==> src/rtl/cuckoo_pkg.sv <==
// Shared limits, chime-state encoding and hour conversion for the cuckoo timekeeper.
package cuckoo_pkg;

    localparam logic [7:0] SEC_MAX  = 8'h59;
    localparam logic [7:0] MIN_MAX  = 8'h59;
    localparam logic [7:0] HOUR_MAX = 8'h23;

    typedef enum logic {
        CHIME_IDLE = 1'b0,
        CHIME_PEND = 1'b1
    } chime_state_t;

    function automatic logic bcdInRange(input logic [7:0] value, input logic [7:0] limit);
        return (value[3:0] <= 4'd9) && (value[7:4] <= 4'd9) && (value <= limit);
    endfunction

    // 24-hour BCD to 12-hour binary; midnight and noon both strike twelve.
    function automatic logic [3:0] hourTo12(input logic [7:0] bcdHour);
        logic [4:0] bin;
        bin = 5'(bcdHour[7:4]) * 5'd10 + 5'(bcdHour[3:0]);
        if ((bin == 5'd0) || (bin == 5'd12)) begin
            return 4'd12;
        end else if (bin > 5'd12) begin
            return 4'(bin - 5'd12);
        end else begin
            return bin[3:0];
        end
    endfunction

endpackage

==> src/rtl/cuckoo_timekeeper_bcd_mod_counter.sv <==
// Two-digit BCD counter that wraps to 00 after LIMIT and flags the carry.
module bcd_mod_counter
    import cuckoo_pkg::*;
#(
    parameter logic [7:0] LIMIT = SEC_MAX
) (
    input  logic       i_sysclk,
    input  logic       i_rst_n,
    input  logic       i_inc,
    input  logic       i_load,
    input  logic [7:0] i_loadValue,
    output logic [7:0] o_value,
    output logic [7:0] o_incValue,
    output logic       o_carry
);

    logic [7:0] r_value;
    logic       w_atLimit;

    assign w_atLimit = (r_value == LIMIT);
    assign o_carry   = i_inc & w_atLimit;
    assign o_value   = r_value;

    always_comb begin
        if (w_atLimit) begin
            o_incValue = 8'h00;
        end else if (r_value[3:0] == 4'd9) begin
            o_incValue = {r_value[7:4] + 4'd1, 4'd0};
        end else begin
            o_incValue = {r_value[7:4], r_value[3:0] + 4'd1};
        end
    end

    always_ff @(negedge i_sysclk or negedge i_rst_n) begin
        if (!i_rst_n) begin
            r_value <= 8'h00;
        end else if (i_load) begin
            r_value <= i_loadValue;
        end else if (i_inc) begin
            r_value <= o_incValue;
        end
    end

endmodule

==> src/rtl/cuckoo_timekeeper.sv <==
// BCD time-of-day keeper ticked by rising edges of the asynchronous sigClk.
// The hourly chime handshake is built only when CUCKOO_CHIME_EN is defined.
module cuckoo_timekeeper
    import cuckoo_pkg::*;
#(
    parameter int SYNC_STAGES     = 2,
    parameter int CHIME_NOON_ONLY = 0
) (
    input  logic       sysclk,
    input  logic       rst_n,
    input  logic       sigClk,
    input  logic       set_valid,
    output logic       set_ready,
    input  logic [7:0] set_hh,
    input  logic [7:0] set_mm,
    input  logic [7:0] set_ss,
    output logic [7:0] hh,
    output logic [7:0] mm,
    output logic [7:0] ss,
    output logic       sec_pulse,
    output logic       set_err,
    output logic       chime_req,
    input  logic       chime_ack,
    output logic [3:0] chime_count,
    output logic       chime_overrun
);

    logic [SYNC_STAGES-1:0] r_sync;
    logic                   r_syncPrev;
    logic [SYNC_STAGES:0]   r_fill;
    logic                   r_secPulse;
    logic                   r_setErr;
    logic                   w_rise;
    logic                   w_loadReq;
    logic                   w_loadOk;
    logic                   w_tick;
    logic                   w_ssCarry;
    logic                   w_mmCarry;
    logic                   w_unusedHhCarry;
    logic [7:0]             w_unusedSsNext;
    logic [7:0]             w_unusedMmNext;
    logic [7:0]             w_hhNext;
    logic                   w_chimeEvt;

    // r_fill marks when the edge history holds real samples, so a high level at release is not a tick.
    always_ff @(negedge sysclk or negedge rst_n) begin
        if (!rst_n) begin
            r_sync     <= '0;
            r_syncPrev <= 1'b0;
            r_fill     <= '0;
        end else begin
            r_sync     <= {r_sync[SYNC_STAGES-2:0], sigClk};
            r_syncPrev <= r_sync[SYNC_STAGES-1];
            r_fill     <= {r_fill[SYNC_STAGES-1:0], 1'b1};
        end
    end

    assign w_rise    = r_sync[SYNC_STAGES-1] & ~r_syncPrev & r_fill[SYNC_STAGES];
    assign set_ready = rst_n;
    assign w_loadReq = set_valid & set_ready;
    assign w_loadOk  = w_loadReq & bcdInRange(set_hh, HOUR_MAX)
                     & bcdInRange(set_mm, MIN_MAX) & bcdInRange(set_ss, SEC_MAX);
    assign w_tick    = w_rise & ~w_loadOk;

    always_ff @(negedge sysclk or negedge rst_n) begin
        if (!rst_n) begin
            r_secPulse <= 1'b0;
            r_setErr   <= 1'b0;
        end else begin
            r_secPulse <= w_tick;
            r_setErr   <= w_loadReq & ~w_loadOk;
        end
    end

    assign sec_pulse = r_secPulse;
    assign set_err   = r_setErr;

    bcd_mod_counter #(.LIMIT(SEC_MAX)) u_ss (
        .i_sysclk(sysclk), .i_rst_n(rst_n), .i_inc(w_tick), .i_load(w_loadOk),
        .i_loadValue(set_ss), .o_value(ss), .o_incValue(w_unusedSsNext), .o_carry(w_ssCarry)
    );

    bcd_mod_counter #(.LIMIT(MIN_MAX)) u_mm (
        .i_sysclk(sysclk), .i_rst_n(rst_n), .i_inc(w_ssCarry), .i_load(w_loadOk),
        .i_loadValue(set_mm), .o_value(mm), .o_incValue(w_unusedMmNext), .o_carry(w_mmCarry)
    );

    bcd_mod_counter #(.LIMIT(HOUR_MAX)) u_hh (
        .i_sysclk(sysclk), .i_rst_n(rst_n), .i_inc(w_mmCarry), .i_load(w_loadOk),
        .i_loadValue(set_hh), .o_value(hh), .o_incValue(w_hhNext), .o_carry(w_unusedHhCarry)
    );

    // A minute carry only happens on a tick, so loads never raise a chime.
    assign w_chimeEvt = w_mmCarry & ((CHIME_NOON_ONLY == 0) | (w_hhNext == 8'h00) | (w_hhNext == 8'h12));

`ifdef CUCKOO_CHIME_EN
    chime_state_t r_chimeState;
    chime_state_t w_chimeNext;
    logic [3:0]   r_chimeCount;
    logic         r_chimeOverrun;

    always_ff @(negedge sysclk or negedge rst_n) begin
        if (!rst_n) begin
            r_chimeState <= CHIME_IDLE;
        end else begin
            r_chimeState <= w_chimeNext;
        end
    end

    always_comb begin
        w_chimeNext = r_chimeState;
        if (w_chimeEvt) begin
            w_chimeNext = CHIME_PEND;
        end else if ((r_chimeState == CHIME_PEND) && chime_ack) begin
            w_chimeNext = CHIME_IDLE;
        end
    end

    // An event landing on an acknowledged cycle replaces the old chime without counting as an overrun.
    always_ff @(negedge sysclk or negedge rst_n) begin
        if (!rst_n) begin
            r_chimeCount   <= 4'd0;
            r_chimeOverrun <= 1'b0;
        end else if (w_chimeEvt) begin
            r_chimeCount <= hourTo12(w_hhNext);
            if ((r_chimeState == CHIME_PEND) && !chime_ack) begin
                r_chimeOverrun <= 1'b1;
            end
        end
    end

    always_comb begin
        chime_req     = (r_chimeState == CHIME_PEND);
        chime_count   = r_chimeCount;
        chime_overrun = r_chimeOverrun;
    end
`else
    logic w_unusedChime;

    assign w_unusedChime = chime_ack ^ w_chimeEvt;
    assign chime_req     = 1'b0;
    assign chime_count   = 4'd0;
    assign chime_overrun = 1'b0;
`endif

endmodule

==> config.mk <==
export PLATFORM = sky130hd
export DESIGN_NAME = cuckoo_timekeeper
export DESIGN_NICKNAME = d
export VERILOG_FILES = /design/src/rtl/cuckoo_pkg.sv /design/src/rtl/cuckoo_timekeeper_bcd_mod_counter.sv /design/src/rtl/cuckoo_timekeeper.sv
export SDC_FILE = /design/constraint.sdc
export NUM_CORES = 1
export LEC_CHECK = 0
export BUFFER_PORTS_ARGS = -buffer_cell sky130_fd_sc_hd__buf_4
export CAP_MARGIN = 20
export CORE_ASPECT_RATIO = 1.75
export CORE_UTILIZATION = 46
export DETAILED_ROUTE_END_ITERATION = 8
export PLACE_DENSITY = 0.84
export SYNTH_ARGS = -nofsm -noshare
export SYNTH_HDL_FRONTEND = slang
export SYNTH_SLANG_ARGS = --single-unit
==> constraint.sdc <==
create_clock -name sysclk -period 2.25 [get_ports sysclk]
set_input_delay 0.45 -clock sysclk [delete_from_list [all_inputs] [get_ports sysclk]]
set_output_delay 0.45 -clock sysclk [all_outputs]
set_load 0.01 [all_outputs]
# --- After elaboration in Yosys (flattened, before gate mapping) ---
# Index checks and enable logic that the tools add are counted.
word_totals:
  register_bits: 32
  latchBits: 0
  mem_bits_rw: 0
  rom_bits: 0
  in_bits: 29
  output_inout_bits: 33
  wordCells: 71
  mem_count: 0
op_classes:
  n_addsub: 6
  n_mul: 0
  n_div: 0
  order_cmp: 9
  eq_ne: 6
  n_shift: 0
  mux: 12
  bitwise: 12
  n_reduce_logical: 15
op_table:
  columns: ["operator", "n"]
  rows:
  - ["$mux W8", 12]
  - ["$add A4 B1 Y4 const B", 6]
  - ["$le A4 B4 Y1 const B", 6]
  - ["$eq A8 B7 Y1 const B", 2]
  - ["$le A8 B7 Y1 const B", 2]
  - ["$eq A4 B4 Y1 const B", 3]
  - ["$and A1 B1 Y1", 10]
  - ["$reduce_bool A3 Y1", 3]
  - ["$eq A8 B6 Y1 const B", 1]
  - ["$le A8 B6 Y1 const B", 1]
  - ["$logic_and A1 B1 Y1", 6]
  - ["$reduce_and A2 Y1", 3]
  - ["$reduce_bool A2 Y1", 3]
  - ["$not A1 Y1", 2]

# --- Longest topological paths before layout ---
# Gate-level depths: netlist of the first run.
depth:
  word_depth: 12
  mapped_depth: 7
  mapped_depth_nobuf: 6

# --- Hierarchy ---
# A second synthesis of the first run with hierarchy kept.
hier_totals:
  cells_unflattened: 270
  area_unflattened_um2: 2346.0
by_module_without_submodules:
  columns: ["mod", "instances", "cells_per_inst", "area_each_um2", "seq_area_each_um2"]
  rows:
  - ["bcd_mod_counter (u_mm ...)", 2, 83, 679.4, 200.2]
  - ["bcd_mod_counter (u_hh)", 1, 74, 643.1, 200.2]
  - ["cuckoo_timekeeper", 1, 30, 344.1, 200.2]

==> results of run 1 <==
[synthesized netlist by cell type, types with 2 or more instances]
library cell	n	share of area
nand4b_1	6	0.027
a31oi_1	13	0.042
nand3_1	4	0.010
or3_1	2	0.0064
buf_1	2	0.0039
ha_1	10	0.064
clkbuf_1	9	0.017
nor4_1	4	0.013
conb_1	2	0.0039
nand3b_1	5	0.019
a211o_1	2	0.0090
nand4_1	3	0.0096
buf_4	7	0.027
nor3b_1	2	0.0077
mux2_2	6	0.035
xnor2_1	2	0.0090
nor3_1	19	0.049
inv_1	6	0.012
o21ai_0	19	0.049
dfrtn_1	32	0.41
nor2_1	6	0.012
nand2_1	13	0.025
o31ai_1	5	0.019
nor2b_1	4	0.013
o22ai_1	3	0.0096
a21oi_1	6	0.015
and3b_1	5	0.022
or4_1	2	0.0077
[area by class of cell]
cell class	instances	share of cell area
clock buffers	5	0.0219
clock inverters	3	0.0135
inverters	6	0.00717
multi-input cells	159	0.404
flip-flops and latches	32	0.255
well taps	49	0.0195
repair buffers	106	0.279
[power breakdown]
group / switching (uW) / total [uW] / internal, uW
sequential: 40.1 / 685 / 645
combinational: 328 / 711 / 383
clock: 235 / 563 / 328
[worst register-to-register path: stages, from the launching register on]
cell and delay (ps):
dfrtn_1 370, buf_4 150, inv_1 60, ha_1 270, nand3b_4 110, or4_4 620
o31ai_1 470, a31oi_4 150
[cell families after synthesis]
group,synth area share
AOI/OAI and AO/OA,0.155
xor gates and xnor gates,0.00899
adders and majority gates,0.0642
buffers and inverters,0.0597
DFF,0.411
muxes,0.0347
other,0.00385
and+or+nand+nor,0.263
[per-stage QoR]
stage / total power, uW / utilization / instances / hold WS (ps) / setup slack, ps
2_1_floorplan: 961 / - / 215 / 292 / -494
3_3_place_gp: 1220 / 0.638 / 335 / 292 / -657
3_5_place_dp: 1240 / 0.638 / 335 / 295 / -683
4_1_cts: 1880 / 0.731 / 355 / 295 / -327
5_1_grt: 2040 / 0.764 / 360 / 300 / -390
6_report: 1960 / 0.764 / 360 / 295 / -363
[registers in the layout (all words and copies together) (netlist names)]
| signal | count |
|---|---|
| r_fill | 3 |
| r_sync | 2 |
| r_syncPrev | 1 |
| sec_pulse | 1 |
| set_err | 1 |
| u_hh.o_value | 8 |
| u_mm.o_value | 8 |
| u_ss.o_value | 8 |
[repair_timing]
item,4_1_cts,5_1_grt
buffers inserted,12,5
pin swaps,5,5
endpoints found under the setup margin,52,52
hold buffers,0,0
gates resized for setup,31,20
[final timing paths]
kind	end	slack [ps]	cells past startpoint
setup / recovery	u_hh.o_value[4]	-360	6
hold / removal	r_sync[1]	300	0
setup reg to reg	u_hh.o_value[4]	-130	7
hold reg to reg	r_sync[1]	300	0
max in group asynchronous	u_ss.o_value[3]	720	2
min in group asynchronous	u_hh.o_value[7]	1200	2
[routing by layer]
metal	share of wire	wire length, um	global-route usage
met1	0.34	2310	0.327
met2	0.52	3550	0.526
met3	0.088	598	0.0382
met4	0.048	328	0.165
met5	0	0	0
==> results.toml, run 1 <==
[setup_path]
startpoint = "set_hh[4]"
arrival_ps = 1610
path_cells = "buf_6, o31ai_4, nand4b_1, buf_4, nor3_2, a31oi_4"
setup.worst_path.start_class = "primary input"
crit_path_end_kind = "flop"
cpPeakStageDelay_ps = 280
cp_top_family = "simple AND/OR/NAND/NOR gates"
critPathMaxFanout = 19
slowest_stage = "buf_4"
crit_required_ps = 1240
worst-path-buf-inv = 2
timing.rr.start = "u_ss.o_value[1]"
path_class = "in -> reg"

[drt]
via_per_inst = 6.19
wl_per_cell_um = 18.8
routed_wl_um = 6780
vias = 2228
dr.pass1.iters = 5
drt_iter0_drc = 181
antenna_left = 0
drc = 0

[global_routing]
grt_pass1_wl_um = 9640
grt_antenna_before_repair = 0
grt_pass1_vias = 2028
grt_usage = 0.294
overflow = 0
grt_max_degree = 34

[timing]
worst_slack_ps = -363
clock_skew_ps = 4.65
hold_viol = 0
relSlewSlack = 0.648
drv_slew = 0
grt_setup_unrepaired = "yes"
worstMarginPinSlew_ps = 524
tns_ps = -11930
final-setup-viol-count = 52

[outcome]
violations = "setup timing"
status = "complete, but fails checks"

[floorplanning]
die_w_um = 51.2
design.portCount = 62
die_y_um = 88.1
core_sq_mm = 0.00411
start_util = 0.474
die_area_sq_mm = 0.00451
num_rows = 31

[placement]
io_buffers = 54
gp_congestion = 0.866
place_area_sq_mm = 0.00263
dpl.hpwl_um = 3950

[cells_and_area]
area_growth_pct = 61.1
final_common_cell = "buf_4"
antenna_cells = 0
num-fill-cells = 268
final_cell_mix = "buf_4, dfrtn_1, o21ai_0, buf_6, nand2_1"
multi_input_area_sq_mm = 0.00127
register_area_sq_um = 801
drive_gt1_frac = 0.463
fin_nets = 349
finalInstanceArea_sq_mm = 0.00314

[clocking]
cts.sinks = 32
insertion_delay_ps = 300
htree_levels = 2
cts_made_buffers = 5
clockRootBuffer = "clkbuf_8"
clk_path_buf_depth = 2
clkTransAtPathRegs_ps = 50
cts_tree = "built"

[logic_synthesis]
synth_seq_area_share = 0.411
synthCells = 210
netlist-cell-type-count = 39
ys.warnings.count = 0
avgSynthCellArea_sq_um = 9.28
ys_seq_elements = 32
synth_ff_type = "dfrtn_1"
netlist_area_sq_mm = 0.00195
synth_edf_count = 0
synthArstFlopShare = 1.00

[flow_run]
drv_cap = 0

[hold_path]
hp-class = "reg -> reg"
worstHoldStart = "r_sync[0]"

[power_and_ir_drop]
vdd_ir_drop_max_uv = 721
p_leak_uw = 0.00137
power_density_mw_per_mm2 = 624
(Power assumes the default switching activity.)
==> run 2: changes to the inputs <==
--- a/config.mk
+++ b/config.mk
@@ -8,9 +8,9 @@
 export BUFFER_PORTS_ARGS = -buffer_cell sky130_fd_sc_hd__buf_4
 export CAP_MARGIN = 20
 export CORE_ASPECT_RATIO = 1.75
-export CORE_UTILIZATION = 46
+export CORE_UTILIZATION = 51
 export DETAILED_ROUTE_END_ITERATION = 8
-export PLACE_DENSITY = 0.84
+export PLACE_DENSITY = 0.88
 export SYNTH_ARGS = -nofsm -noshare
 export SYNTH_HDL_FRONTEND = slang
 export SYNTH_SLANG_ARGS = --single-unit
==> constraint.sdc (replaced) <==
create_clock -name sysclk -period 2.5 [get_ports sysclk]
set_input_delay 0.5 -clock sysclk [delete_from_list [all_inputs] [get_ports sysclk]]
set_output_delay 0.5 -clock sysclk [all_outputs]
set_load 0.01 [all_outputs]
==> run 2 against run 1 <==
The flow still finishes with violations (setup timing). Combinational power decreased by 15%. Clock power decreased by 13%. Cell area decreased by 5.8%. Sequential power decreased by 9.3%. Register-to-register slack improved by 210 ps. Critical path depth unchanged. Largest power group is now sequential cells.
==> results.toml, run 2 (same netlist as run 1, synthesis figures left out) <==
[clocking]
cts_tree = "built"
cts.sinks = 32
clk_path_buf_depth = 2
clkTransAtPathRegs_ps = 50
cts_made_buffers = 5
clockRootBuffer = "clkbuf_8"
cts_hold_buf = 0
insertion_delay_ps = 290
htree_levels = 2

[drt]
drt_iter0_drc = 82
vias = 2221
wl_per_cell_um = 18.9
dr.pass1.iters = 5
drc = 0
routed_wl_um = 6720
antenna_left = 0
via_per_inst = 6.26

[floorplanning]
core_sq_mm = 0.00363
num_rows = 29
die_w_um = 48.7
die_y_um = 83.8
die_area_sq_mm = 0.00408
start_util = 0.537
design.portCount = 62

[placement]
dp_cells = 328
gp_congestion = 0.945
place_area_sq_mm = 0.00259
dp_slack_ps = -553
dpl.hpwl_um = 3960
io_buffers = 54

[hold_path]
hold_depth = 0
worstHoldStart = "r_fill[0]"
hp-class = "reg -> reg"
hold_path_end = "r_fill[1]"

[cells_and_area]
num-fill-cells = 227
fin_nets = 347
antenna_cells = 0
multi_input_area_sq_mm = 0.00114
finalInstanceArea_sq_mm = 0.00296
final_cell_mix = "buf_4, dfrtn_1, o21ai_0"
drive_gt1_frac = 0.414
stdcell_count = 355
final_common_cell = "buf_4"
register_area_sq_um = 801
area_growth_pct = 51.7

[setup_path]
reg2reg_slack_ps = 80
r2r_cells = 7
path_class = "in -> reg"
slowest_stage = "nor4_4"
reg2reg_to = "u_hh.o_value[2]"
cpPeakStageDelay_ps = 280
critPathMaxFanout = 19
crit_path_end_kind = "flop"
arrival_ps = 1640
setup.worst_path.start_class = "primary input"
timing.rr.start = "u_mm.o_value[0]"
crit_required_ps = 1350
path_cells = "buf_6, nor4_4, nand4_1, buf_4, nor3_1, a31oi_2"

[timing]
hold_viol = 0
tns_ps = -6500
drv_slew = 0
grt_setup_unrepaired = "yes"
final-setup-viol-count = 52
worst_slack_ps = -285
clock_skew_ps = 3.00
relSlewSlack = 0.613
worstMarginPinSlew_ps = 573

[global_routing]
grt_usage = 0.338
grt_pass1_vias = 2169
overflow = 0
grt_antenna_before_repair = 0
grt_max_degree = 34
grt_pass1_wl_um = 10500

[flow_run]
drv_cap = 0

[power_and_ir_drop]
power_density_mw_per_mm2 = 580
vdd_ir_drop_max_uv = 405
p_leak_uw = 0.00131

[outcome]
status = "complete, but fails checks"
violations = "setup timing"
-- run 2: power by group --
group | internal [uW] | switching, uW | total [uW]
Clock | 296 | 196 | 492
Combinational | 319 | 285 | 604
Sequential | 581 | 40.5 | 621
Total | 1200 | 521 | 1720
-- run 2: worst max path at each step --
stage                          from              end  slack, ps  depth (start not counted)
final                     set_hh[7]  u_hh.o_value[2]       -290                          6
after global routing      set_hh[7]  u_hh.o_value[2]       -330                          6
after CTS                 set_hh[7]  u_ss.o_value[0]       -230                          5
after detailed placement  set_hh[7]  u_ss.o_value[4]       -550                          5
after global placement    set_hh[7]  u_mm.o_value[4]       -520                          5
after floorplan           set_hh[7]  u_mm.o_value[4]       -420                          5
-- run 2: what timing repair did --
item | 4_1_cts | 5_1_grt
resized for setup | 9 | 16
setup buffers | 17 | 3
pin swaps | 2 | 0
cloned | 0 | 0
setup endpoints to repair | 52 | 52
-- run 2: area by class of cell --
class                      count  area share
inverter                       6     0.00761
timing repair buffer         104       0.282
clock buffer                   6      0.0245
clock inverter                 2      0.0118
multi-input combinational    159       0.384
sequential                    32       0.271
tap                           46      0.0195
-- run 2: routing by layer --
layer / vias up / wire (um) / global-route usage
li1: 966 / - / -
met1: 1067 / 2210 / 0.343
met2: 149 / 3700 / 0.621
met3: 39 / 458 / 0.0638
met4: 0 / 350 / 0.195
met5: - / 0 / 0
-- run 2: critical path, delay by kind of cell --
kind,cells,cell delay [ps]
AND/OR/NAND/NOR,3,700
buffers and inverters,2,340
AO/OA/AOI/OAI,1,90
-- run 2: stage by stage --
| step | utilization | hold slack [ps] | total power [uW] |
|---|---|---|---|
| after floorplan | - | 292 | 865 |
| after global routing | 0.815 | 312 | 1790 |
| final | 0.815 | 301 | 1720 |
| after global placement | 0.714 | 292 | 1090 |
| after detailed placement | 0.714 | 302 | 1110 |
| after CTS | 0.790 | 302 | 1650 |
